### config.mk
export PLATFORM = sky130hd
export DESIGN_NAME = mac_tile_ctrl
export DESIGN_NICKNAME = d
export VERILOG_FILES = /design/src/rtl/mac_pkg.sv /design/src/rtl/mac_tile_ctrl_tile_counter.sv /design/src/rtl/mac_tile_ctrl.sv
export SDC_FILE = /design/constraint.sdc
export NUM_CORES = 1
export LEC_CHECK = 0
export CAP_MARGIN = 20
export CORE_AREA = 2 2 99 101
export DETAILED_ROUTE_END_ITERATION = 10
export DIE_AREA = 0 0 101 103
export DONT_BUFFER_PORTS = 1
export GPL_ROUTABILITY_DRIVEN = 1
export PLACE_DENSITY_LB_ADDON = 0.08
export SYNTH_ARGS = -nofsm -noshare
export SYNTH_HDL_FRONTEND = slang
export SYNTH_SLANG_ARGS = --single-unit
### constraint.sdc
create_clock -name CLK -period 9.18 [get_ports CLK]
set_input_delay 1.377 -clock CLK [delete_from_list [all_inputs] [get_ports CLK]]
set_output_delay 1.377 -clock CLK [all_outputs]
set_load 0.05 [all_outputs]
### src/rtl/mac_pkg.sv
// Shared types for the MAC tile sequencer: FSM states, tile descriptor, helpers.
// Latency: n/a (types and pure functions only).
// Backpressure: n/a.
package mac_pkg;

   // Default geometry; the descriptor struct is sized from these.
   localparam int DEF_ARR    = 4;
   localparam int DEF_DIM_W  = 5;
   localparam int DEF_DATA_W = 8;
   localparam int DEF_TI_W   = DEF_DIM_W;
   localparam int DEF_SH_W   = $clog2(DEF_ARR*DEF_DATA_W+1);
   localparam int DEF_CW     = $clog2(DEF_ARR+1);

   typedef enum logic [2:0] {IDLE, LOAD, ISSUE, DRAIN, FIN} state_t;

   typedef struct packed {
      logic [DEF_TI_W-1:0]   m_idx;
      logic [DEF_TI_W-1:0]   n_idx;
      logic [DEF_TI_W-1:0]   t_idx;
      logic [DEF_SH_W-1:0]   sh_i;
      logic [DEF_SH_W-1:0]   sh_w;
      logic [DEF_CW-1:0]     row_act;
      logic [DEF_CW-1:0]     col_act;
      logic [2*DEF_TI_W-1:0] o_dst;
      logic                  acc;
   } tile_desc_t;

   function automatic int unsigned ceil_div(input int unsigned a, input int unsigned b);
      return (a + b - 1) / b;
   endfunction

endpackage

### src/rtl/mac_tile_ctrl_tile_counter.sv
// Three-level nested wrap counter (m outer, t middle, n inner) for tile indices.
// Latency: next-index outputs are combinational; indices update on the advancing edge.
// Backpressure: advances only when adv is high; clr has priority and zeroes all levels.
module tile_counter
   import mac_pkg::*;
#(
   parameter int W = 5
) (
   input  logic         CLK,
   input  logic         RSTN,
   input  logic         clr,
   input  logic         adv,
   input  logic [W-1:0] lim_m,
   input  logic [W-1:0] lim_t,
   input  logic [W-1:0] lim_n,
   output logic [W-1:0] m_nxt,
   output logic [W-1:0] t_nxt,
   output logic [W-1:0] n_nxt,
   output logic         last
);

   logic [W-1:0] m_q, m_d, t_q, t_d, n_q, n_d;
   logic         m_wrap, t_wrap, n_wrap;

   // Wrap detection per level and the next index values.
   always_comb begin
      n_wrap = (n_q == lim_n - 1'b1);
      t_wrap = (t_q == lim_t - 1'b1);
      m_wrap = (m_q == lim_m - 1'b1);
      last   = n_wrap & t_wrap & m_wrap;
      m_d    = m_q;
      t_d    = t_q;
      n_d    = n_q;
      if (clr) begin
         m_d = '0;
         t_d = '0;
         n_d = '0;
      end else if (adv) begin
         if (!n_wrap) begin
            n_d = n_q + 1'b1;
         end else begin
            n_d = '0;
            if (!t_wrap) begin
               t_d = t_q + 1'b1;
            end else begin
               t_d = '0;
               m_d = m_wrap ? '0 : m_q + 1'b1;
            end
         end
      end
   end

   assign m_nxt = m_d;
   assign t_nxt = t_d;
   assign n_nxt = n_d;

   // Index registers.
   always_ff @(posedge CLK or negedge RSTN) begin
      if (!RSTN) begin
         m_q <= '0;
         t_q <= '0;
         n_q <= '0;
      end else begin
         m_q <= m_d;
         t_q <= t_d;
         n_q <= n_d;
      end
   end

endmodule

### src/rtl/mac_tile_ctrl.sv
// Tile sequencer for the ARRxARR MAC array: splits an MxNxT job into tiles and issues descriptors.
// Latency: first descriptor 2 cycles after Start; Done LAT+1 cycles after the last tile is accepted.
// Backpressure: valid/ready; the registered descriptor holds steady while TileValid & !TileReady.
module mac_tile_ctrl
   import mac_pkg::*;
#(
   parameter int ARR    = DEF_ARR,
   parameter int DIM_W  = DEF_DIM_W,
   parameter int DATA_W = DEF_DATA_W,
   parameter int LAT    = 2*ARR+1,
   parameter int TI_W   = DIM_W,
   parameter int SH_W   = $clog2(ARR*DATA_W+1)
) (
   input  logic                       CLK,
   input  logic                       RSTN,
   input  logic                       Start,
   input  logic [3*DIM_W-1:0]         MNT,
   output logic                       TileValid,
   input  logic                       TileReady,
   output logic [TI_W-1:0]            MIdx,
   output logic [TI_W-1:0]            NIdx,
   output logic [TI_W-1:0]            TIdx,
   output logic [SH_W-1:0]            shI,
   output logic [SH_W-1:0]            shW,
   output logic [$clog2(ARR+1)-1:0]   RowAct,
   output logic [$clog2(ARR+1)-1:0]   ColAct,
   output logic [2*TI_W-1:0]          ODst,
   output logic                       Acc,
   output logic                       Busy,
   output logic                       Done,
   output logic                       Err
);

   localparam int CW    = $clog2(ARR+1);
   localparam int OW    = 2*TI_W;
   localparam int CNT_W = $clog2(LAT+1);

   state_t             state_q, state_d;
   logic [DIM_W-1:0]   m_q, m_d, n_q, n_d, t_q, t_d;
   logic [TI_W-1:0]    mt_q, mt_d, nt_q, nt_d, tt_q, tt_d;
   logic               tvld_q, tvld_d, err_q, err_d;
   logic [CNT_W-1:0]   drain_q, drain_d;
   tile_desc_t         desc_q, desc_d;
   logic [TI_W-1:0]    m_nxt, t_nxt, n_nxt;
   logic               last, accept, clr;

   // Elements of this tile that fall inside the dimension (the final tile may be partial).
   function automatic logic [CW-1:0] act_cnt(input logic [DIM_W-1:0] dim, input logic [TI_W-1:0] idx);
      int unsigned rem;
      rem = 32'(dim) - 32'(idx) * 32'(ARR);
      return (rem >= 32'(ARR)) ? CW'(ARR) : CW'(rem);
   endfunction

   function automatic tile_desc_t mk_desc(input logic [TI_W-1:0] mi, input logic [TI_W-1:0] ni,
                                          input logic [TI_W-1:0] ti, input logic [DIM_W-1:0] m,
                                          input logic [DIM_W-1:0] n, input logic [DIM_W-1:0] t,
                                          input logic [TI_W-1:0] tt);
      tile_desc_t d;
      logic [CW-1:0] kact;
      kact      = act_cnt(n, ni);
      d.m_idx   = mi;
      d.n_idx   = ni;
      d.t_idx   = ti;
      d.sh_i    = SH_W'((32'(ARR) - 32'(kact)) * 32'(DATA_W));
      d.sh_w    = d.sh_i;
      d.row_act = act_cnt(m, mi);
      d.col_act = act_cnt(t, ti);
      d.o_dst   = OW'(mi) * OW'(tt) + OW'(ti);
      d.acc     = (ni != '0);
      return d;
   endfunction

   assign accept = tvld_q & TileReady;
   assign clr    = (state_q == LOAD);

   tile_counter #(.W(TI_W)) u_cnt (
      .CLK   (CLK),
      .RSTN  (RSTN),
      .clr   (clr),
      .adv   (accept),
      .lim_m (mt_q),
      .lim_t (tt_q),
      .lim_n (nt_q),
      .m_nxt (m_nxt),
      .t_nxt (t_nxt),
      .n_nxt (n_nxt),
      .last  (last)
   );

   // Next-state, job latching, descriptor generation and drain countdown.
   always_comb begin
      state_d = state_q;
      m_d     = m_q;
      n_d     = n_q;
      t_d     = t_q;
      mt_d    = mt_q;
      nt_d    = nt_q;
      tt_d    = tt_q;
      tvld_d  = tvld_q;
      err_d   = err_q;
      drain_d = drain_q;
      desc_d  = desc_q;
      case (state_q)
         IDLE: begin
            if (Start) begin
               m_d     = MNT[3*DIM_W-1 -: DIM_W];
               n_d     = MNT[2*DIM_W-1 -: DIM_W];
               t_d     = MNT[DIM_W-1:0];
               err_d   = 1'b0;
               state_d = LOAD;
            end
         end
         LOAD: begin
            mt_d = TI_W'(ceil_div(32'(m_q), 32'(ARR)));
            nt_d = TI_W'(ceil_div(32'(n_q), 32'(ARR)));
            tt_d = TI_W'(ceil_div(32'(t_q), 32'(ARR)));
            if (m_q == '0 || n_q == '0 || t_q == '0) begin
               err_d   = 1'b1;
               state_d = FIN;
            end else begin
               // Counter is being cleared, so the next indices are the first tile (ODst is 0).
               desc_d  = mk_desc(m_nxt, n_nxt, t_nxt, m_q, n_q, t_q, tt_q);
               tvld_d  = 1'b1;
               state_d = ISSUE;
            end
         end
         ISSUE: begin
            if (accept) begin
               if (last) begin
                  tvld_d  = 1'b0;
                  drain_d = CNT_W'(LAT-1);
                  state_d = DRAIN;
               end else begin
                  desc_d = mk_desc(m_nxt, n_nxt, t_nxt, m_q, n_q, t_q, tt_q);
               end
            end
         end
         DRAIN: begin
            if (drain_q == '0) state_d = FIN;
            else               drain_d = drain_q - 1'b1;
         end
         FIN:     state_d = IDLE;
         default: state_d = IDLE;
      endcase
   end

   // State and datapath registers; reset aborts any job in flight.
   always_ff @(posedge CLK or negedge RSTN) begin
      if (!RSTN) begin
         state_q <= IDLE;
         m_q     <= '0;
         n_q     <= '0;
         t_q     <= '0;
         mt_q    <= '0;
         nt_q    <= '0;
         tt_q    <= '0;
         tvld_q  <= 1'b0;
         err_q   <= 1'b0;
         drain_q <= '0;
         desc_q  <= '0;
      end else begin
         state_q <= state_d;
         m_q     <= m_d;
         n_q     <= n_d;
         t_q     <= t_d;
         mt_q    <= mt_d;
         nt_q    <= nt_d;
         tt_q    <= tt_d;
         tvld_q  <= tvld_d;
         err_q   <= err_d;
         drain_q <= drain_d;
         desc_q  <= desc_d;
      end
   end

   assign TileValid = tvld_q;
   assign MIdx      = desc_q.m_idx;
   assign NIdx      = desc_q.n_idx;
   assign TIdx      = desc_q.t_idx;
   assign shI       = desc_q.sh_i;
   assign shW       = desc_q.sh_w;
   assign RowAct    = desc_q.row_act;
   assign ColAct    = desc_q.col_act;
   assign ODst      = desc_q.o_dst;
   assign Acc       = desc_q.acc;
   assign Busy      = (state_q == LOAD) || (state_q == ISSUE) || (state_q == DRAIN);
   assign Done      = (state_q == FIN);
   assign Err       = err_q;

endmodule

==> key figures <==
Run status
  – Status: completed

Global routing
  – Grt total ovfl: 0
  – Largest net degree at the start of global routing: 87
  – Wire length of the first global-routing pass: 18.9 mm
  – Initial antenna violation count: 0
  – Vias in the first global route: 3891
  – Total GRT Usage: 23.4%

Die
  – Initial core utilization: 57.3%
  – I/O pins: 67
  – Row cnt: 36
  – Die area: 10400 sq um
  – Die W: 101 um
  – Die Span Y: 103 um
  – CORE AREA: 9460 sq um

Timing
  – Tcrit/Tclk final: 58.7%
  – Max Fclk: 186 MHz
  – Setup slack after layout: 3.79 ns
  – Slew Viols, Final: 0
  – Layout Skew: 0.0112 ns
  – Worst-Margin Slew: 0.905 ns
  – Final setup TNS: 0 ns
  – Setup violators final: 0
  – Relative slew slack: 39.5%
  – RSZ-0062 raised after global routing: no
  – Final min period: 5.39 ns
  – Hold Fails Final Rpt: 0
  – Hold_ws: 0.503 ns

Pwr
  – Comb power frac: 41.6%
  – Int Power: 0.931 mW
  – Net Sw Power: 0.953 mW
  – Sequential power share: 44.5%
  – Final Power: 1.88 mW
  – Clock power frac: 13.9%
  – PwrDens: 335 nW/um^2
  – Static Leak: 2.62 nW
  – Sw Ratio: 50.6%
  – Worst VDD drop: 0.171 mV

Place
  – Final RePlAce weighted congestion: 0.910
  – I/O Buffers: 0
  – Dpl ws: 3.45 ns
  – Dpl cells: 651
  – DP HPWL: 8.13 mm
  – Placed instance area: 5430 sq um

Finish
  – Share of layout cells above drive strength 1: 11.0%
  – Synthesis-to-layout area growth: 3.76%
  – # diodes: 0
  – Layout Cells excl Fill: 667
  – Final nets: 619
  – Final Core Density: 59.5%
  – Design area: 5620 sq um
  – Fillers: 828

Clocking
  – Buffer count from post-CTS setup fixing: 0
  – CTS buffer count: 9
  – Clock latency on the worst-skew pair: 0.37 ns
  – CTS sink cnt: 86
  – H-Tree Depth: 3
  – Clock root buffer master: clkbuf_8
  – Clock Path Buffers: 2
  – TritonCTS clock tree: done
  – CTS Hold Buffers Added: 0
  – Clock slew at reported path FFs: 0.10 ns
  – Post-CTS sizing: 0

Synthesis
  – Synth unique cells: 68
  – Post-Synth Adder-Cell Area: 13.9%
  – Largest family of logic cells by synthesized area: simple AND/OR/NAND/NOR gates
  – Seq cells post-synth: 86
  – Synth Cell Area: 5420 sq um
  – Primary FF master, synth: dfrtp_1
  – Avg Inst Size Synth: 9.75 sq um
  – Post-synthesis mux area share: 4.66%
  – Post-synthesis xor/xnor area fraction: 5.63%
  – Number of synthesized flops with an enable pin: 0
  – Ys async rst share: 100%
  – Sequential-to-total area share from yosys stat: 39.7%
  – Synth Area in Compound Gates: 10.8%
  – Synth Instances: 556
  – Simple-gate share of the synthesized area: 19.4%
  – YS warnings: 0

Setup path
  – R2r worst-path depth: 22
  – Nature of the critical path startpoint: flip-flop
  – Slowest library cell on the worst path: fa_1
  – CP Data Required Time: 9.43 ns
  – Levels on crit path: 22
  – CP Class: flip-flop to flip-flop
  – Crit-path max cell delay: 0.54 ns
  – CP top delay family: adder cells
  – Critical path arrival: 5.64 ns
  – WP buf/inv: 3
  – CP Capture Type: flip-flop
  – Critical Path Fanout Max: 6
  – Worst-path cell chain: inv_1 > ha_1 > nor3b_1 > xnor2_1 > nand4_2 > nor3_4 > o21ai_1 > a22oi_1 > nor2_1 > fa_1 > inv_1 > fa_1 > fa_1 > inv_1 > ha_1 > nor2b_1 > o21a_1 > o21ai_0 > nand2b_1 > a21oi_1 > xor2_1 > o21ai_0

Routing
  – 1st-iter DRT viols: 158
  – DR WL/cell: 16.6 um
  – Vias per cell: 5.68
  – Vias: 3787
  – Total Wirelength: 11.1 mm
  – DR pass1 iterations: 6
  – DRC viols: 0
  – Post-DRT Antenna Nets: 0

Hold path
  – Hold depth: 1
  – Worst min path class: flip-flop to flip-flop

Run
  – Maximum capacitance violations: 0
## power groups by stage
stage	clock [mW]	combinational (mW)	sequential, mW
3_3_place_gp	0	0.761	0.844
3_5_place_dp	0	0.792	0.847
6_report	0.262	0.784	0.838
4_1_cts	0.271	0.795	0.839
2_1_floorplan	0	0.715	0.774
5_1_grt	0.287	0.894	0.864
## worst register-to-register path, delay by kind of cell, from the launching register on
family,cells,cell delay [ns]
fa+ha+maj,5,2.02
compound gates,6,1.20
simple gates,6,1.08
flops,1,0.46
xor+xnor,2,0.34
buf+inv,3,0.18
## area by class of cell
class	instances	area, sq um	area share (%)
tap	114	143	2.54
multi-input combinational	411	2980	53.0
clock inverter	6	53.8	0.957
sequential	86	2150	38.3
clock buffer	10	138	2.45
inverter	38	143	2.54
timing repair buffer	2	15.0	0.267
## cells in the mapped netlist, types with 7 or more instances
cell / instances / area share, %
dfrtp_1: 86 / 40
mux2_2: 17 / 3.5
buf_4: 11 / 1.5
nand2_1: 80 / 5.5
nor3_1: 14 / 1.3
ha_1: 38 / 8.8
nor2_1: 54 / 3.7
o21ai_0: 24 / 2.2
xnor2_1: 16 / 2.6
xor2_1: 17 / 2.7
a21oi_1: 13 / 1.2
nand3_1: 9 / 0.83
fa_1: 14 / 5.2
o21ai_1: 9 / 0.83
clkbuf_1: 9 / 0.62
inv_1: 38 / 2.6
and2_1: 7 / 0.81
## cells by family (layout without fill, tap and decap cells)
kind of cell / after synthesis / count (layout)
flip-flops: 86 / 86
other: 1 / 6
AND/OR/NAND/NOR: 212 / 212
adder cells (fa/ha/maj): 52 / 52
buffers and inverters: 64 / 56
XOR/XNOR: 34 / 34
multiplexers: 23 / 23
AO/OA/AOI/OAI: 84 / 84
## layer usage
metal  up-vias  global-route usage, %  wire length, um
met2        75                   38.6             5310
met1      1830                   30.8             5110
li1       1864                      -                -
met3        18                   5.36              454
met4         0                   8.11              213
met5         -                      0                0
## path summary, 6_finish.rpt
check	startpoint	to	slack [ns]
min in group asynchronous	RSTN	n_q[2]$_DFFE_PN0P_	0.69
hold reg to reg	drain_q[0]$_DFFE_PN0P_	drain_q[0]$_DFFE_PN0P_	0.50
setup reg to reg	tt_q[0]$_DFFE_PN0P_	ODst[8]$_DFFE_PN0P_	3.79
max in group asynchronous	RSTN	u_cnt.m_q[0]$_DFF_PN0_	8.36
setup / recovery	tt_q[0]$_DFFE_PN0P_	ODst[8]$_DFFE_PN0P_	3.79
hold / removal	drain_q[0]$_DFFE_PN0P_	drain_q[0]$_DFFE_PN0P_	0.50
## state kept, by name, summed over array words and instances, names as in the netlist, 3 cells and up
register	count
mt_q	4
MIdx	5
RowAct	3
state_q	3
u_cnt.t_q	5
u_cnt.m_q	5
NIdx	5
tt_q	4
ColAct	3
ODst	10
n_q	5
TIdx	5
shI	3
drain_q	4
nt_q	4
t_q	5
m_q	5
u_cnt.n_q	5
## placed cells by master (no fill, tap or decap), types with 3 or more instances in the layout
cell type  netlist  layout
dfrtp_1         86      86
nand2_1         80      80
nor2_1          54      54
inv_1           38      38
ha_1            38      38
o21ai_0         24      24
xor2_1          17      17
mux2_2          17      17
xnor2_1         16      16
nor3_1          14      14
fa_1            14      14
a21oi_1         13      13
clkbuf_8         0      10
nand3_1          9       9
o21ai_1          9       9
and2_1           7       7
conb_1           1       6
nand4_1          5       5
nor2b_1          5       5
mux2i_1          5       5
nand3b_1         4       4
o21a_1           4       4
a211oi_1         4       4
a31oi_1          4       4
o21ai_2          4       4
and4_1           3       3
a22oi_1          3       3
nor4b_1          4       3
clkinv_4         0       3
No activity file was read; power rests on OpenSTA's default activity.
